==> src/rtl/wbuf_gen_if.sv <==
// Bus bundle for the write-back buffer: output-stage capture side, store grant and
// memory write port. master drives the buffer inputs, slave is the buffer itself.
interface wbuf_gen_if #(
  parameter int unsigned DW = 64,
  parameter int unsigned AW = 4,
  parameter int unsigned CW = 3
);
  logic          CLR_DP;
  logic          ACC_CTRL;
  logic [CW-1:0] ROW_TOTAL;
  logic          WRITE_IN;
  logic [AW-1:0] ODST_IN;
  logic [DW-1:0] DIN;
  logic          STORE_GNT;
  logic          MEM_RDY;
  logic          LOAD_DONE;
  logic          STORE_DONE;
  logic          INIT_DONE;
  logic          EN_WB;
  logic [AW-1:0] ODST_WB;
  logic [DW-1:0] WDATA_WB;
  logic          BUSY;
  logic          ERR_OVF;

  modport master (
    output CLR_DP, ACC_CTRL, ROW_TOTAL, WRITE_IN, ODST_IN, DIN, STORE_GNT, MEM_RDY,
    input  LOAD_DONE, STORE_DONE, INIT_DONE, EN_WB, ODST_WB, WDATA_WB, BUSY, ERR_OVF
  );

  modport slave (
    input  CLR_DP, ACC_CTRL, ROW_TOTAL, WRITE_IN, ODST_IN, DIN, STORE_GNT, MEM_RDY,
    output LOAD_DONE, STORE_DONE, INIT_DONE, EN_WB, ODST_WB, WDATA_WB, BUSY, ERR_OVF
  );
endinterface

==> src/rtl/wbuf_gen.sv <==
// Write-back buffer between the MAC-array output stage and output memory.
// Zero-sweeps memory after reset, collects a tile of rows, waits for a store grant,
// then drains the rows under ready/valid backpressure.
// Optional macro WBUF_MERGE_EN: rows hitting an already-buffered address accumulate
// into that entry instead of taking a new one.
module wbuf_gen #(
  parameter int unsigned DW         = 64,
  parameter int unsigned DEPTH      = 4,
  parameter int unsigned AW         = 4,
  parameter int unsigned INIT_WORDS = 16,
  parameter int unsigned CW         = $clog2(DEPTH + 1)
) (
  input logic       CLK,
  input logic       RST,
  wbuf_gen_if.slave bus
);
  localparam int unsigned   IW       = (DEPTH > 1) ? $clog2(DEPTH) : 1;
  localparam logic [AW-1:0] LastInit = AW'(INIT_WORDS - 1);
  localparam logic [CW-1:0] DepthC   = CW'(DEPTH);

  typedef enum logic [1:0] {StInit, StIdle, StWaitGnt, StStore} state_e;

  state_e        state_q, state_d;
  logic [AW-1:0] ptr_q, ptr_d;
  logic [CW-1:0] cnt_q, cnt_d;
  logic [CW-1:0] rptr_q, rptr_d;
  logic [AW-1:0] addr_q [DEPTH];
  logic [AW-1:0] addr_d [DEPTH];
  logic [DW-1:0] data_q [DEPTH];
  logic [DW-1:0] data_d [DEPTH];
  logic          active_q, active_d;
  logic          err_q, err_d;
  logic          init_done_q, init_done_d;
  logic          load_done_q, load_done_d;
  logic          store_done_q, store_done_d;
  logic          en_q, en_d;
  logic [AW-1:0] odst_q, odst_d;
  logic [DW-1:0] wdata_q, wdata_d;

  logic [CW-1:0] rt_eff;
  logic          accept;
  logic          cap;
  logic          ovf;
  logic          store_last;
  logic [IW-1:0] cnt_idx, rptr_nxt_idx;

  // Effective rows per tile: 0 means 1, anything above DEPTH saturates.
  always_comb begin
    rt_eff = bus.ROW_TOTAL;
    if (bus.ROW_TOTAL == '0) begin
      rt_eff = CW'(1);
    end else if (bus.ROW_TOTAL > DepthC) begin
      rt_eff = DepthC;
    end
  end

  assign accept       = en_q & bus.MEM_RDY;
  assign cap          = active_q & bus.WRITE_IN & (state_q == StIdle) & (cnt_q < rt_eff);
  // Rows arriving during the sweep are ignored rather than flagged.
  assign ovf          = active_q & bus.WRITE_IN & ~cap & (state_q != StInit);
  assign cnt_idx      = IW'(cnt_q);
  assign rptr_nxt_idx = IW'(rptr_q + CW'(1));

`ifdef WBUF_MERGE_EN
  logic          hit;
  logic [IW-1:0] hit_idx;

  // Lowest valid entry whose address matches the incoming row; descending scan so
  // the lowest index is assigned last.
  always_comb begin
    hit     = 1'b0;
    hit_idx = '0;
    for (int k = int'(DEPTH) - 1; k >= 0; k--) begin
      if ((CW'(k) < cnt_q) && (addr_q[k] == bus.ODST_IN)) begin
        hit     = 1'b1;
        hit_idx = IW'(k);
      end
    end
  end
`endif

  // Next-state: sweep, collection, drain and datapath clear.
  always_comb begin
    state_d      = state_q;
    ptr_d        = ptr_q;
    cnt_d        = cnt_q;
    rptr_d       = rptr_q;
    addr_d       = addr_q;
    data_d       = data_q;
    active_d     = active_q;
    err_d        = err_q;
    init_done_d  = init_done_q;
    load_done_d  = 1'b0;
    store_done_d = 1'b0;
    en_d         = en_q;
    odst_d       = odst_q;
    wdata_d      = wdata_q;
    store_last   = 1'b0;

    unique case (state_q)
      StInit: begin
        if (!en_q) begin
          // First cycle out of reset: start the sweep.
          en_d    = 1'b1;
          odst_d  = ptr_q;
          wdata_d = '0;
        end else if (accept) begin
          if (ptr_q == LastInit) begin
            en_d        = 1'b0;
            init_done_d = 1'b1;
            state_d     = StIdle;
          end else begin
            ptr_d  = ptr_q + AW'(1);
            odst_d = ptr_q + AW'(1);
          end
        end
      end
      StIdle: begin
        if (cnt_q >= rt_eff) begin
          load_done_d = 1'b1;
          state_d     = StWaitGnt;
        end
      end
      StWaitGnt: begin
        if (bus.STORE_GNT) begin
          state_d = StStore;
          rptr_d  = '0;
          en_d    = 1'b1;
          odst_d  = addr_q[0];
          wdata_d = data_q[0];
        end
      end
      StStore: begin
        if (accept) begin
          if (rptr_q == cnt_q - CW'(1)) begin
            store_last   = 1'b1;
            en_d         = 1'b0;
            store_done_d = 1'b1;
            state_d      = StIdle;
            cnt_d        = '0;
            rptr_d       = '0;
            for (int i = 0; i < int'(DEPTH); i++) begin
              addr_d[i] = '0;
              data_d[i] = '0;
            end
          end else begin
            rptr_d  = rptr_q + CW'(1);
            odst_d  = addr_q[rptr_nxt_idx];
            wdata_d = data_q[rptr_nxt_idx];
          end
        end
      end
      default: state_d = StInit;
    endcase

    if (cap) begin
`ifdef WBUF_MERGE_EN
      if (hit) begin
        data_d[hit_idx] = data_q[hit_idx] + bus.DIN;
      end else begin
        addr_d[cnt_idx] = bus.ODST_IN;
        data_d[cnt_idx] = bus.DIN;
        cnt_d           = cnt_q + CW'(1);
      end
`else
      addr_d[cnt_idx] = bus.ODST_IN;
      data_d[cnt_idx] = bus.DIN;
      cnt_d           = cnt_q + CW'(1);
`endif
    end

    if (ovf) begin
      err_d = 1'b1;
    end

    // A new ACC_CTRL outranks the self-clear at end of store so it is never lost.
    if (store_last) begin
      active_d = 1'b0;
    end
    if (bus.ACC_CTRL) begin
      active_d = 1'b1;
    end

    if (bus.CLR_DP) begin
      active_d = 1'b0;
      err_d    = 1'b0;
      cnt_d    = '0;
      for (int i = 0; i < int'(DEPTH); i++) begin
        addr_d[i] = '0;
        data_d[i] = '0;
      end
      // The sweep is not interrupted; outside it everything returns to idle.
      if (state_q != StInit) begin
        state_d      = StIdle;
        rptr_d       = '0;
        en_d         = 1'b0;
        load_done_d  = 1'b0;
        store_done_d = 1'b0;
      end
    end
  end

  // State and datapath registers.
  always_ff @(posedge CLK or posedge RST) begin
    if (RST) begin
      state_q      <= StInit;
      ptr_q        <= '0;
      cnt_q        <= '0;
      rptr_q       <= '0;
      for (int i = 0; i < int'(DEPTH); i++) begin
        addr_q[i] <= '0;
        data_q[i] <= '0;
      end
      active_q     <= 1'b0;
      err_q        <= 1'b0;
      init_done_q  <= 1'b0;
      load_done_q  <= 1'b0;
      store_done_q <= 1'b0;
      en_q         <= 1'b0;
      odst_q       <= '0;
      wdata_q      <= '0;
    end else begin
      state_q      <= state_d;
      ptr_q        <= ptr_d;
      cnt_q        <= cnt_d;
      rptr_q       <= rptr_d;
      addr_q       <= addr_d;
      data_q       <= data_d;
      active_q     <= active_d;
      err_q        <= err_d;
      init_done_q  <= init_done_d;
      load_done_q  <= load_done_d;
      store_done_q <= store_done_d;
      en_q         <= en_d;
      odst_q       <= odst_d;
      wdata_q      <= wdata_d;
    end
  end

  assign bus.LOAD_DONE  = load_done_q;
  assign bus.STORE_DONE = store_done_q;
  assign bus.INIT_DONE  = init_done_q;
  assign bus.EN_WB      = en_q;
  assign bus.ODST_WB    = odst_q;
  assign bus.WDATA_WB   = wdata_q;
  assign bus.BUSY       = (state_q == StWaitGnt) || (state_q == StStore);
  assign bus.ERR_OVF    = err_q;
endmodule

==> src/flat_wrapper.sv <==
// flat-port wrapper written by rule: the top's interface ports become plain ports
module wbuf_gen_flat 
#(
  parameter int unsigned DW         = 64,
  parameter int unsigned DEPTH      = 4,
  parameter int unsigned AW         = 4,
  parameter int unsigned INIT_WORDS = 16,
  parameter int unsigned CW         = $clog2(DEPTH + 1)
)
  (CLK, RST, bus_CLR_DP, bus_ACC_CTRL, bus_ROW_TOTAL, bus_WRITE_IN, bus_ODST_IN, bus_DIN, bus_STORE_GNT, bus_MEM_RDY, bus_LOAD_DONE, bus_STORE_DONE, bus_INIT_DONE, bus_EN_WB, bus_ODST_WB, bus_WDATA_WB, bus_BUSY, bus_ERR_OVF);
  wbuf_gen_if #(.DW(DW), .AW(AW), .CW(CW)) bus_i ();
  input logic CLK;
  input logic RST;
  input wire logic [$bits(bus_i.CLR_DP)-1:0] bus_CLR_DP;
  input wire logic [$bits(bus_i.ACC_CTRL)-1:0] bus_ACC_CTRL;
  input wire logic [$bits(bus_i.ROW_TOTAL)-1:0] bus_ROW_TOTAL;
  input wire logic [$bits(bus_i.WRITE_IN)-1:0] bus_WRITE_IN;
  input wire logic [$bits(bus_i.ODST_IN)-1:0] bus_ODST_IN;
  input wire logic [$bits(bus_i.DIN)-1:0] bus_DIN;
  input wire logic [$bits(bus_i.STORE_GNT)-1:0] bus_STORE_GNT;
  input wire logic [$bits(bus_i.MEM_RDY)-1:0] bus_MEM_RDY;
  output wire logic [$bits(bus_i.LOAD_DONE)-1:0] bus_LOAD_DONE;
  output wire logic [$bits(bus_i.STORE_DONE)-1:0] bus_STORE_DONE;
  output wire logic [$bits(bus_i.INIT_DONE)-1:0] bus_INIT_DONE;
  output wire logic [$bits(bus_i.EN_WB)-1:0] bus_EN_WB;
  output wire logic [$bits(bus_i.ODST_WB)-1:0] bus_ODST_WB;
  output wire logic [$bits(bus_i.WDATA_WB)-1:0] bus_WDATA_WB;
  output wire logic [$bits(bus_i.BUSY)-1:0] bus_BUSY;
  output wire logic [$bits(bus_i.ERR_OVF)-1:0] bus_ERR_OVF;
  assign bus_i.CLR_DP = bus_CLR_DP;
  assign bus_i.ACC_CTRL = bus_ACC_CTRL;
  assign bus_i.ROW_TOTAL = bus_ROW_TOTAL;
  assign bus_i.WRITE_IN = bus_WRITE_IN;
  assign bus_i.ODST_IN = bus_ODST_IN;
  assign bus_i.DIN = bus_DIN;
  assign bus_i.STORE_GNT = bus_STORE_GNT;
  assign bus_i.MEM_RDY = bus_MEM_RDY;
  assign bus_LOAD_DONE = bus_i.LOAD_DONE;
  assign bus_STORE_DONE = bus_i.STORE_DONE;
  assign bus_INIT_DONE = bus_i.INIT_DONE;
  assign bus_EN_WB = bus_i.EN_WB;
  assign bus_ODST_WB = bus_i.ODST_WB;
  assign bus_WDATA_WB = bus_i.WDATA_WB;
  assign bus_BUSY = bus_i.BUSY;
  assign bus_ERR_OVF = bus_i.ERR_OVF;
  wbuf_gen #(.DW(DW), .DEPTH(DEPTH), .AW(AW), .INIT_WORDS(INIT_WORDS), .CW(CW)) u_core (.CLK(CLK), .RST(RST), .bus(bus_i));
endmodule
==> config.mk <==
export PLATFORM = sky130hd
export DESIGN_NAME = wbuf_gen_flat
export DESIGN_NICKNAME = d
export VERILOG_FILES = /design/src/rtl/wbuf_gen_if.sv /design/src/rtl/wbuf_gen.sv /design/src/flat_wrapper.sv
export SDC_FILE = /design/constraint.sdc
export NUM_CORES = 1
export LEC_CHECK = 0
export CAP_MARGIN = 20
export CORE_AREA = 2 2 221 223
export CTS_CLUSTER_SIZE = 20
export DETAILED_ROUTE_END_ITERATION = 6
export DIE_AREA = 0 0 223 225
export GPL_ROUTABILITY_DRIVEN = 0
export PLACE_DENSITY = 0.52
export SETUP_SLACK_MARGIN = 0.2
export SLEW_MARGIN = 20
export SYNTH_ARGS = -nofsm -noshare
export SYNTH_HDL_FRONTEND = slang
export SYNTH_SLANG_ARGS = --single-unit
==> constraint.sdc <==
create_clock -name CLK -period 26.7 [get_ports CLK]
set_clock_uncertainty 0.2 [all_clocks]
set_input_delay 6.675 -clock CLK [delete_from_list [all_inputs] [get_ports CLK]]
set_output_delay 6.675 -clock CLK [all_outputs]
set_load 0.01 [all_outputs]
==> results.yml <==
yosys:
  syn_nets: 1751
  ys.flop_type: "dfrtp_1"
  ys_warn_count: 0
  synth_edf_count: 0
  synth.distinct_cells: 40
  synthCells: 1664
  synth.avg_cell_area_um2: 9.967
  synth_seq_area_share_pct: 54.02
  async_reset_ff_share_pct: 100.0
  syn_area_mm2: 0.01658
  ys_ff_latch: 358
timing:
  slew_viol_final: 0
  relSlewSlack_pct: 29.32
  finalCritPeriodShare_pct: 34.92
  final.setup.tns_ps: 0
  rsz0062_at_grt: "false"
  hold_violations: 0
  max_freq_ghz: 0.1073
  max_slew.worst_pin.slew_ps: 1060
  fin_crit_ps: 9323
  setup_violations: 0
global_route:
  grt_pass1_wl_um: 73680
  grt_max_degree: 260
  grt-ovfl-total: 0
  grt_usage_pct: 18.37
  antenna_found_initial: 0
  first_global_vias: 12930
run_status:
  outcome: "completed"
power:
  ir_drop_mv: 0.03782
  power.density_mw_per_mm2: 86.21
  p_leak_uw: 0.008165
clock_tree:
  cts_hold_buf: 0
  cts-root-buf: "clkbuf_16"
  clockBufferDepth: 3
  cts.sinks: 358
  cts_buffers: 41
  htreeDepth: 2
  clock_latency_ps: 570
  cts_tree: "built"
  cts_resized: 0
  post_cts_buffers: 0
  clkTransAtPathRegs_ps: 60
routing:
  first_pass_iters: 5
  drc: 0
  drtIter0Drc: 890
  vias: 12910
  vias_per_cell: 5.483
  drt-total-wl_um: 45820
  routedWlPerCell_um: 19.46
  drtAntennaViolNets: 0
placement:
  post-dp-hpwl_um: 25250
  placed_cells: 2283
  io_buffer_count: 151
setup_path:
  cp.required_ps: 26890
  path_common_cell: "buf_4"
  arrival_ps: 9510
  slowest_delay_ps: 830
  crit_fanout: 92
  critPathKind: "primary input to register"
  crit_chain: "clkdlybuf4s50_1 -> inv_1 -> nand2_1 -> ha_1 -> nor2b_1 -> o21ai_1 -> nand4b_1 -> buf_4 -> buf_4 -> o21ai_0"
  crit_path_start_kind: "primary input"
  crit_path_top_delay_cell: "buf_4"
  setup.worst_path.end_class: "register"
layout:
  seqCellArea_mm2: 0.008966
  synthToLayoutAreaGrowth_pct: 18.93
  fillers: 4546
  instances_no_fill: 2354
  drive_above_1_share_pct: 9.086
  multi_input_area_mm2: 0.006908
  nets: 1799
  n_antenna_cell: 0
die:
  fp.dieArea_mm2: 0.05018
  coreArea_mm2: 0.04755
  die_h_um: 225
  top_level_ports: 152
  rows: 80
  start_util_pct: 34.88
  fp.dieW_um: 223
worst_hold_path:
  holdCritPathClass: "register to register"
flow_run:
  drv_cap: 0
layout make-up:
cell class	instances	area share (%)
timing repair buffer	173	8.703
tap	615	3.901
clock buffer	62	6.058
clock inverter	8	0.5900
inverter	12	0.2664
sequential	358	45.46
multi-input combinational	1126	35.02
Yosys cell counts (all sizes together), types with 3 or more instances:
cell type	count	area share, %
a31oi	5	0.28
nor3	4	0.12
nand2b	73	2.8
dfrtp	358	54
mux2i	7	0.42
nand4b	4	0.21
clkbuf	99	2.2
ha	9	0.68
nor2	6	0.14
o22ai	66	2.5
mux2	67	4.5
xnor2	4	0.21
buf	69	2.1
nand2	9	0.20
xor2	3	0.16
inv	12	0.27
nand3	284	8.6
a22o	67	3.5
a21oi	77	2.3
nand3b	64	2.9
nor2b	10	0.38
o21ai	346	10
o31ai	3	0.14
metal layers:
| layer | GRT usage [%] | vias to the layer above | share of wire (%) |
|---|---|---|---|
| li1 | - | 6167 | - |
| met1 | 25.57 | 6353 | 47 |
| met2 | 29.02 | 315 | 46 |
| met3 | 3.520 | 71 | 4.8 |
| met4 | 5.672 | 0 | 2.5 |
| met5 | 0 | - | 0 |
state kept, by name, summed over array words and instances, names as in the netlist:
name / cells
u_core.bus.INIT_DONE: 1
u_core.bus.LOAD_DONE: 1
u_core.bus.ODST_WB: 4
u_core.cnt_q: 3
u_core.bus.STORE_DONE: 1
u_core.ptr_q: 4
u_core.data_q: 256
u_core.active_q: 1
u_core.addr_q: 16
u_core.rptr_q: 3
u_core.bus.ERR_OVF: 1
u_core.bus.EN_WB: 1
u_core.state_q: 2
u_core.bus.WDATA_WB: 64
logic make-up after synthesis:
kind of cell               count (synthesis)  synth area share [%]
DFF                                      358                 54.02
and+or+nand+nor                          464                 15.68
buffers and inverters                    180                 4.587
muxes                                     74                 4.972
AOI/OAI and AO/OA                        571                 19.56
adders and majority gates                  9                0.6790
xor gates and xnor gates                   8                0.5055
through the flow:
stage | setup slack (ps) | util (%) | area [um2] | total power [uW] | hold WS [ps]
2_1_floorplan | 9891 | - | 16580 | 942.8 | 250.1
3_3_place_gp | 16860 | 38.67 | 18390 | 1157 | 270.2
3_5_place_dp | 16800 | 38.67 | 18390 | 1160 | 271.2
4_1_cts | 17420 | 41.43 | 19700 | 1726 | 292.1
5_1_grt | 17030 | 41.48 | 19720 | 1793 | 313.9
6_report | 17380 | 41.48 | 19720 | 1700 | 285.9
power breakdown:
| group | switching, uW | internal [uW] | total (uW) |
|---|---|---|---|
| registers | 53.8 | 603 | 657 |
| logic | 278 | 211 | 489 |
| clock network | 227 | 328 | 554 |
| total | 559 | 1140 | 1700 |
placed cells by master, fill, tap and decap left out, types with 4 or more instances in the layout:
cell type,instances
a21oi_1,77
a22o_1,67
buf_4,19
clkbuf_1,12
clkbuf_16,41
clkbuf_8,9
clkdlybuf4s50_1,150
dfrtp_1,356
ha_1,8
inv_1,11
mux2_2,67
mux2i_1,7
nand2_1,9
nand2b_1,72
nand3_1,284
nand3b_1,64
nand4b_1,4
nor2_1,6
nor2b_1,9
nor3_1,4
o21ai_0,331
o21ai_1,15
o22ai_1,66
xnor2_1,4
critical path: cells and delay by family:
kind | cells | cell delay [ps]
adders and majority gates | 1 | 280
AOI/OAI and AO/OA | 2 | 400
buffers and inverters | 4 | 1760
and+or+nand+nor | 3 | 350
final timing paths:
check                      slack (ps)  cells after the start         startpoint                      end
min in group asynchronous        6480                      2                RST  u_core.bus.WDATA_WB[47]
setup reg to reg                22600                      8   u_core.rptr_q[0]        u_core.data_q[28]
setup / recovery                17380                     10   bus_ROW_TOTAL[2]       u_core.data_q[215]
hold reg to reg                   290                      2  u_core.data_q[65]        u_core.data_q[65]
max in group asynchronous       18260                      3                RST         u_core.rptr_q[0]
hold / removal                    290                      2  u_core.data_q[65]        u_core.data_q[65]
Power figures use the tool's default switching activity.
